### src/rtl/rx_iq_pack_pkg.sv
// rx_iq_pack_pkg: shared channel count, IQ sample width and word-select encodings
package rx_iq_pack_pkg;
  localparam int V_RX_CHANS = 4;
  localparam int IQ_W = 24;
  typedef enum logic [1:0] {WSEL_IHI = 2'd0, WSEL_QHI = 2'd1, WSEL_LO = 2'd2} wsel_t;
endpackage

### src/rtl/rx_iq_pack_if.sv
// rx_iq_pack_if: downstream bus to the memory writer (master: rx_avail_A/rxn_din_A/ticks_A out, rd_getI/rd_getQ in)
interface rx_iq_pack_if #(parameter int N = rx_iq_pack_pkg::V_RX_CHANS) ();
  logic rd_getI;
  logic rd_getQ;
  logic rx_avail_A;
  logic [N*16-1:0] rxn_din_A;
  logic [47:0] ticks_A;
  modport master (input rd_getI, rd_getQ, output rx_avail_A, rxn_din_A, ticks_A);
  modport slave (output rd_getI, rd_getQ, input rx_avail_A, rxn_din_A, ticks_A);
endinterface

### src/rtl/rx_iq_pack_chan.sv
// rx_iq_chan: one channel's capture/hold registers, have bit, overrun flag and 3:1 word mux (clk, rst, i_en/i_strb/i_i/i_q in, i_swap/i_sel control, o_have/o_ovfl/o_word out)
module rx_iq_chan import rx_iq_pack_pkg::*; (
  input  logic            clk,
  input  logic            rst,
  input  logic            i_en,
  input  logic            i_strb,
  input  logic            i_swap,
  input  logic [IQ_W-1:0] i_i,
  input  logic [IQ_W-1:0] i_q,
  input  wsel_t           i_sel,
  output logic            o_have,
  output logic            o_ovfl,
  output logic [15:0]     o_word
);
  logic [IQ_W-1:0] r_cap_i, r_cap_q, r_hold_i, r_hold_q;
  logic r_have;
  logic w_take;
  assign w_take = i_strb & i_en;
  always_ff @(posedge clk)
    if (rst) begin
      r_cap_i  <= '0;
      r_cap_q  <= '0;
      r_hold_i <= '0;
      r_hold_q <= '0;
      r_have   <= 1'b0;
    end else begin
      if (w_take) begin
        r_cap_i <= i_i;
        r_cap_q <= i_q;
      end
      if (i_swap) begin
        r_hold_i <= i_en ? r_cap_i : '0;
        r_hold_q <= i_en ? r_cap_q : '0;
      end
      r_have <= i_en & (w_take | (r_have & ~i_swap));
    end
  assign o_have = r_have;
  assign o_ovfl = w_take & r_have & ~i_swap;
  assign o_word = i_sel == WSEL_IHI ? r_hold_i[IQ_W-1 -: 16] :
                  i_sel == WSEL_QHI ? r_hold_q[IQ_W-1 -: 16] :
                  {r_hold_i[7:0], r_hold_q[7:0]};
endmodule

### src/rtl/rx_iq_pack.sv
// rx_iq_pack: gathers one IQ sample per enabled channel, timestamps and swaps complete sets into a hold bank (adc_clk, reset_A, rx_en/in_strb/in_i/in_q/ticks_in in, bus to memory writer, ovfl_cnt out)
module rx_iq_pack #(
  parameter int V_RX_CHANS = rx_iq_pack_pkg::V_RX_CHANS,
  parameter int MIN_GAP = 3*V_RX_CHANS+8
) (
  input  logic                     adc_clk,
  input  logic                     reset_A,
  input  logic [V_RX_CHANS-1:0]    rx_en,
  input  logic [V_RX_CHANS-1:0]    in_strb,
  input  logic [V_RX_CHANS*24-1:0] in_i,
  input  logic [V_RX_CHANS*24-1:0] in_q,
  input  logic [47:0]              ticks_in,
  rx_iq_pack_if.master             bus,
  output logic [15:0]              ovfl_cnt
);
  import rx_iq_pack_pkg::*;
  localparam int GW = $clog2(MIN_GAP+1);
  localparam int CW = $clog2(V_RX_CHANS+1);
  logic [V_RX_CHANS-1:0] w_have, w_ovfl;
  logic [V_RX_CHANS*16-1:0] w_din;
  logic [CW-1:0] w_novf;
  logic [16:0] w_osum;
  logic w_complete, w_swap, w_first;
  logic [GW-1:0] r_gap;
  logic [47:0] r_ts_cap, r_ticks;
  wsel_t r_sel;
  logic r_avail;
  logic [15:0] r_ovfl;
  for (genvar g = 0; g < V_RX_CHANS; g++) begin : g_chan
    rx_iq_chan u_chan (
      .clk(adc_clk), .rst(reset_A), .i_en(rx_en[g]), .i_strb(in_strb[g]), .i_swap(w_swap),
      .i_i(in_i[24*g +: 24]), .i_q(in_q[24*g +: 24]), .i_sel(r_sel),
      .o_have(w_have[g]), .o_ovfl(w_ovfl[g]), .o_word(w_din[16*g +: 16])
    );
  end
  always_comb begin
    w_novf = '0;
    for (int k = 0; k < V_RX_CHANS; k++) w_novf = w_novf + CW'(w_ovfl[k]);
  end
  assign w_osum = {1'b0, r_ovfl} + 17'(w_novf);
  assign w_complete = (&(w_have | ~rx_en)) & (|(w_have & rx_en));
  assign w_swap = w_complete & (r_gap == '0);
  // a strobe landing on the swap edge opens the next set, so it stamps too
  assign w_first = (|(in_strb & rx_en)) & (~(|w_have) | w_swap);
  always_ff @(posedge adc_clk)
    if (reset_A) begin
      r_gap    <= '0;
      r_ts_cap <= '0;
      r_ticks  <= '0;
      r_sel    <= WSEL_IHI;
      r_avail  <= 1'b0;
      r_ovfl   <= '0;
    end else begin
      r_avail <= w_swap;
      r_gap   <= w_swap ? GW'(MIN_GAP-1) : r_gap != '0 ? r_gap - GW'(1) : '0;
      r_sel   <= bus.rd_getQ ? WSEL_LO : bus.rd_getI ? WSEL_QHI : WSEL_IHI;
      r_ovfl  <= w_osum[16] ? 16'hFFFF : w_osum[15:0];
      if (w_first) r_ts_cap <= ticks_in;
      if (w_swap) r_ticks <= r_ts_cap;
    end
  assign bus.rx_avail_A = r_avail;
  assign bus.rxn_din_A = w_din;
  assign bus.ticks_A = r_ticks;
  assign ovfl_cnt = r_ovfl;
endmodule

### src/flat_wrapper.sv
// flat-port wrapper written by rule: the top's interface ports become plain ports
module rx_iq_pack_flat import rx_iq_pack_pkg::*;
#(
  parameter int V_RX_CHANS = rx_iq_pack_pkg::V_RX_CHANS,
  parameter int MIN_GAP = 3*V_RX_CHANS+8
)
  (adc_clk, reset_A, rx_en, in_strb, in_i, in_q, ticks_in, ovfl_cnt, bus_rd_getI, bus_rd_getQ, bus_rx_avail_A, bus_rxn_din_A, bus_ticks_A);
  rx_iq_pack_if #(.N((4))) bus_i ();
  input  logic adc_clk;
  input  logic reset_A;
  input  logic [V_RX_CHANS-1:0] rx_en;
  input  logic [V_RX_CHANS-1:0] in_strb;
  input  logic [V_RX_CHANS*24-1:0] in_i;
  input  logic [V_RX_CHANS*24-1:0] in_q;
  input  logic [47:0] ticks_in;
  output logic [15:0] ovfl_cnt;
  input wire logic [$bits(bus_i.rd_getI)-1:0] bus_rd_getI;
  input wire logic [$bits(bus_i.rd_getQ)-1:0] bus_rd_getQ;
  output wire logic [$bits(bus_i.rx_avail_A)-1:0] bus_rx_avail_A;
  output wire logic [$bits(bus_i.rxn_din_A)-1:0] bus_rxn_din_A;
  output wire logic [$bits(bus_i.ticks_A)-1:0] bus_ticks_A;
  assign bus_i.rd_getI = bus_rd_getI;
  assign bus_i.rd_getQ = bus_rd_getQ;
  assign bus_rx_avail_A = bus_i.rx_avail_A;
  assign bus_rxn_din_A = bus_i.rxn_din_A;
  assign bus_ticks_A = bus_i.ticks_A;
  rx_iq_pack #(.V_RX_CHANS(V_RX_CHANS), .MIN_GAP(MIN_GAP)) u_core (.adc_clk(adc_clk), .reset_A(reset_A), .rx_en(rx_en), .in_strb(in_strb), .in_i(in_i), .in_q(in_q), .ticks_in(ticks_in), .bus(bus_i), .ovfl_cnt(ovfl_cnt));
endmodule
### config.mk
export PLATFORM = sky130hd
export DESIGN_NAME = rx_iq_pack_flat
export DESIGN_NICKNAME = d
export VERILOG_FILES = /design/src/rtl/rx_iq_pack_pkg.sv /design/src/rtl/rx_iq_pack_if.sv /design/src/rtl/rx_iq_pack_chan.sv /design/src/rtl/rx_iq_pack.sv /design/src/flat_wrapper.sv
export SDC_FILE = /design/constraint.sdc
export NUM_CORES = 1
export LEC_CHECK = 0
export BUFFER_PORTS_ARGS = -buffer_cell sky130_fd_sc_hd__buf_2
export CAP_MARGIN = 10
export CORE_ASPECT_RATIO = 1.75
export CORE_MARGIN = 5
export CORE_UTILIZATION = 40
export CTS_CLUSTER_DIAMETER = 40
export CTS_CLUSTER_SIZE = 40
export DETAILED_ROUTE_END_ITERATION = 16
export GPL_ROUTABILITY_DRIVEN = 0
export PLACE_DENSITY = 0.69
export REMOVE_ABC_BUFFERS = 1
export SLEW_MARGIN = 5
export SYNTH_ARGS = -nofsm -noshare
export SYNTH_HDL_FRONTEND = slang
export SYNTH_HIERARCHICAL = 1
export SYNTH_SLANG_ARGS = --single-unit
### constraint.sdc
create_clock -name adc_clk -period 6.67 [get_ports adc_clk]
set_input_delay 1.334 -clock adc_clk [delete_from_list [all_inputs] [get_ports adc_clk]]
set_output_delay 1.334 -clock adc_clk [all_outputs]
set_load 0.1 [all_outputs]
==> metrics.log <==
[metrics] number of clock sinks seen by CTS: roughly 500
[metrics] height of the die: 330 um
[metrics] yosys synthesis warning count: 6
[metrics] Mapped Area: 0.0234 mm2
[metrics] ports placed on the boundary: 381
[metrics] post-synthesis register bit count: 508
[metrics] arrival time worst endpoint: 5660 ps
[metrics] Hold/Removal Path Class: register to register
[metrics] largest fanout on the critical path: 121
[metrics] multi-input logic area: 0.0116 mm2
[metrics] worst IR drop on VDD: 0.000252 V
[metrics] share of final-layout standard cells stronger than drive strength 1: 0.216
[metrics] post-cts resize count: 0
[metrics] number of distinct library cell variants in the gate-level netlist after synthesis: 49
[metrics] count of hold buffers inserted by post-cts repair: 0
[metrics] final core utilization: 0.466
[metrics] kind of start point of the critical path: input pin
[metrics] detailed placer's ending HPWL: 41100 um
[metrics] xor-xnor portion of the synthesized cell area: 0.00411
[metrics] final layout net count: 3096
[metrics] Slew HR: 0.301
[metrics] count of pins over their slew limit: 0
[metrics] DRC violations left: 0
[metrics] antenna violations before repair: 10
[metrics] number of filler instances in the final layout: 5770
[metrics] buffer cell driving the clock tree root: clkbuf_16
[metrics] largest family of logic cells by synthesized area: compound AO/OA/AOI/OAI gates
[metrics] post-synthesis compound-gate area fraction: 0.278
[metrics] PwrDens: approximately 280 mW/mm2
[metrics] share of synthesized cell area in full adder, half adder and majority cells: 0.00416
[metrics] Std-Cell Core Area: 0.0581 mm2
[metrics] pin count of the biggest net entering global routing: 270
[metrics] final routed wire length divided by cell count: 18.1 um
[metrics] top_reg_cell synth: dfxtp_1
[metrics] Initial Util: 0.403
[metrics] CTS tree: built
[metrics] run status: complete, no violations
[metrics] proportion of synthesized chip area in sequential cells: 0.434
[metrics] number of endpoints with negative hold slack in the final report: 0
[metrics] average size of a mapped cell: 8.78 um2
[metrics] area enclosed by the die boundary: ~0.064 mm2
[metrics] Core Rows: ~120
[metrics] 1st-iter DRT viols: 1131
[metrics] TritonCTS Buffers: 56
[metrics] critical path data required time: about 7200 ps
[metrics] final-layout setup total negative slack: 0 ps
[metrics] maximum number of buffers from clock root to sink: 3
[metrics] via count of the first global-routing pass: 19.2k
[metrics] setup repair after global routing missed its margin: no
[metrics] final routed wirelength across all metal layers: 66200 um
[metrics] setup skew after layout: 18.6 ps
[metrics] Buffers on Ports: between 300 and 400
[metrics] total of endpoints with negative setup slack in the final report: 0
[metrics] Detail Route Antenna Nets: 0
[metrics] Clk pin slew, worst setup/hold paths: approximately 60 ps
[metrics] share of cell area taken by muxes after synthesis: 0.0277
[metrics] leakage power: 9.61 nW
[metrics] Die X: between 150 and 200 um
[metrics] detailed-route via count: 20.1k
[metrics] Post-synth EDFFs: 0
[metrics] grt ovf: 0
[metrics] number of H-tree branching levels: 2
[metrics] ratio of routed vias to standard cells: roughly 5.5
[metrics] register cell area after layout: 0.0102 mm2
[metrics] shortest clock period the worst path allows after layout: 5110 ps
[metrics] number of maximum-capacitance constraint violations: 0
[metrics] Worst Max-Slew Pin Slew: 1050 ps
[metrics] critical path class: input pin to register
[metrics] nature of the critical path endpoint: register
[metrics] TritonRoute pass-1 iters: 5
[metrics] layout overhead on the synthesized area: 15.5%
[metrics] clock latency of the later-clocked register in the worst-skew pair: a little over 600 ps
[metrics] final cycle utilization of the critical path: 0.766
[metrics] synthesized-area fraction occupied by and/or/nand/nor cells: 0.180
[metrics] overall global routing resource usage: 0.198
[metrics] count of mapped cells out of synthesis: about 2.7k
[metrics] maximum operating frequency: 0.196 GHz
[metrics] post-CTS setup repair buffer count: 0
[metrics] proportion of synthesized flip-flops having asynchronous set or reset: 0
[metrics] global-route wire length before repair: 103000 um
## area by class of cell
cell class,instances,area share
flip-flops and latches,508,0.376
multi-input cells,1839,0.429
well taps,773,0.0357
clock buffers,61,0.0536
inverters,15,0.00236
clock inverters,42,0.0198
repair buffers,418,0.0831
diodes,6,0.000554
## routing by layer
layer,GRT usage,wire length [um]
met4,0.0775,2590
met2,0.335,32300
met5,0,28
met1,0.241,26800
met3,0.0478,4470
## worst paths after layout
path                                                           start                              endpoint  slack, ps  depth (start not counted)
worst max-delay path                                        rx_en[3]                   u_core/ovfl_cnt[10]       1560                         16
worst min-delay path            u_core/g_chan[1].u_chan/r_hold_q[10]  u_core/g_chan[1].u_chan/r_hold_q[10]        470                          2
worst max register to register        u_core/g_chan[3].u_chan/o_have                   u_core/ovfl_cnt[10]       2030                         15
worst min register to register  u_core/g_chan[1].u_chan/r_hold_q[10]  u_core/g_chan[1].u_chan/r_hold_q[10]        470                          2
## stage by stage
| stage | power (W) | setup WS [ps] | cells | hold WS [ps] | area, um2 |
|---|---|---|---|---|---|
| final | 0.00762 | 1560 | 3662 | 467 | 27100 |
| after global placement | 0.00439 | 911 | 3553 | 453 | 25100 |
| after CTS | 0.00773 | 1580 | 3656 | 468 | 27100 |
| after floorplan | 0.00389 | -3460 | 2362 | 433 | 21800 |
| after global routing | 0.00794 | 1270 | 3657 | 482 | 27100 |
| after detailed placement | 0.00440 | 895 | 3553 | 457 | 25100 |
## critical path: stages
cell and delay, ps:
buf_4 220, nand2b_1 180, o2111a_2 210, buf_4 510
nand2_2 200, inv_8 410, nand2b_1 200, nor2_1 70
fa_1 500, inv_1 50, fa_1 380, inv_1 90
fa_1 340, and4_1 310, nand2_1 320, a21oi_1 230
## placed cells by master, fill, tap and decap left out, types with 3 or more instances in the layout
cell | synthesis | final
a211oi_1 | 49 | 49
inv_6 | 0 | 7
clkbuf_1 | 127 | 3
buf_12 | 0 | 3
nor2_1 | 8 | 8
nand2b_1 | 250 | 250
buf_2 | 120 | 372
a21oi_1 | 424 | 424
o311ai_1 | 9 | 9
and4_1 | 3 | 3
o2111ai_1 | 50 | 49
xor2_1 | 8 | 8
dfxtp_1 | 508 | 506
bufinv_16 | 0 | 4
clkbuf_16 | 0 | 57
diode_2 | 0 | 6
a21bo_1 | 132 | 132
clkinvlp_4 | 0 | 6
a31oi_1 | 49 | 49
buf_4 | 28 | 42
clkinv_8 | 0 | 7
mux2i_1 | 65 | 65
nand2_1 | 76 | 75
o311ai_0 | 38 | 38
xnor2_1 | 3 | 3
inv_1 | 15 | 13
nor3_1 | 3 | 3
a21oi_2 | 28 | 28
a21bo_2 | 60 | 60
fa_1 | 3 | 3
ha_1 | 3 | 3
clkinv_2 | 0 | 3
nand3_1 | 434 | 434
o21ai_0 | 114 | 114
inv_8 | 0 | 10
nor2b_1 | 4 | 4
clkinv_4 | 0 | 3
## synthesized netlist by cell type, types with 2 or more instances
cell	number	area, um2
a211oi_1	49	368
a21bo_1	132	1320
a21bo_2	60	601
a21oi_1	424	2120
a21oi_2	28	245
a22oi_1	2	15.0
a31oi_1	49	307
and2_1	2	12.5
and3_1	2	12.5
and4_1	3	26.3
buf_1	6	22.5
buf_2	120	601
buf_4	28	210
buf_6	29	327
clkbuf_1	127	477
dfxtp_1	508	10200
fa_1	3	60.1
ha_1	3	37.5
inv_1	15	56.3
mux2i_1	65	651
nand2_1	76	285
nand2b_1	250	1560
nand3_1	434	2170
nor2_1	8	30.0
nor2b_1	4	25.0
nor3_1	3	15.0
o2111a_1	2	22.5
o2111ai_1	50	438
o211ai_1	2	15.0
o21ai_0	114	571
o311ai_0	38	333
o311ai_1	9	78.8
or2_2	2	12.5
xnor2_1	3	26.3
xor2_1	8	70.1
## flip-flops by register name, summed over array words and instances, names as in the netlist
register,cells
u_core/g_chan.u_chan/o_have,4
u_core/r_sel,2
u_core/g_chan.u_chan/r_hold_i,96
u_core/g_chan.u_chan/r_cap_i,96
u_core/g_chan.u_chan/r_hold_q,96
u_core/ovfl_cnt,16
u_core/g_chan.u_chan/r_cap_q,96
u_core/r_ts_cap,48
u_core/bus.ticks_A,48
u_core/bus.rx_avail_A,1
u_core/r_gap,5
## cells by family after synthesis
kind of cell,Yosys count
xor+xnor,11
compound gates,966
mux,65
simple gates,791
buf+inv,325
fa+ha+maj,6
flops,508
## power breakdown
group	leakage [nW]	internal [W]	switching, W
Clock	0.953	0.00182	0.00147
Combinational	4.53	0.000329	0.000764
Sequential	4.13	0.00315	0.0000859
(Power assumes the default switching activity.)
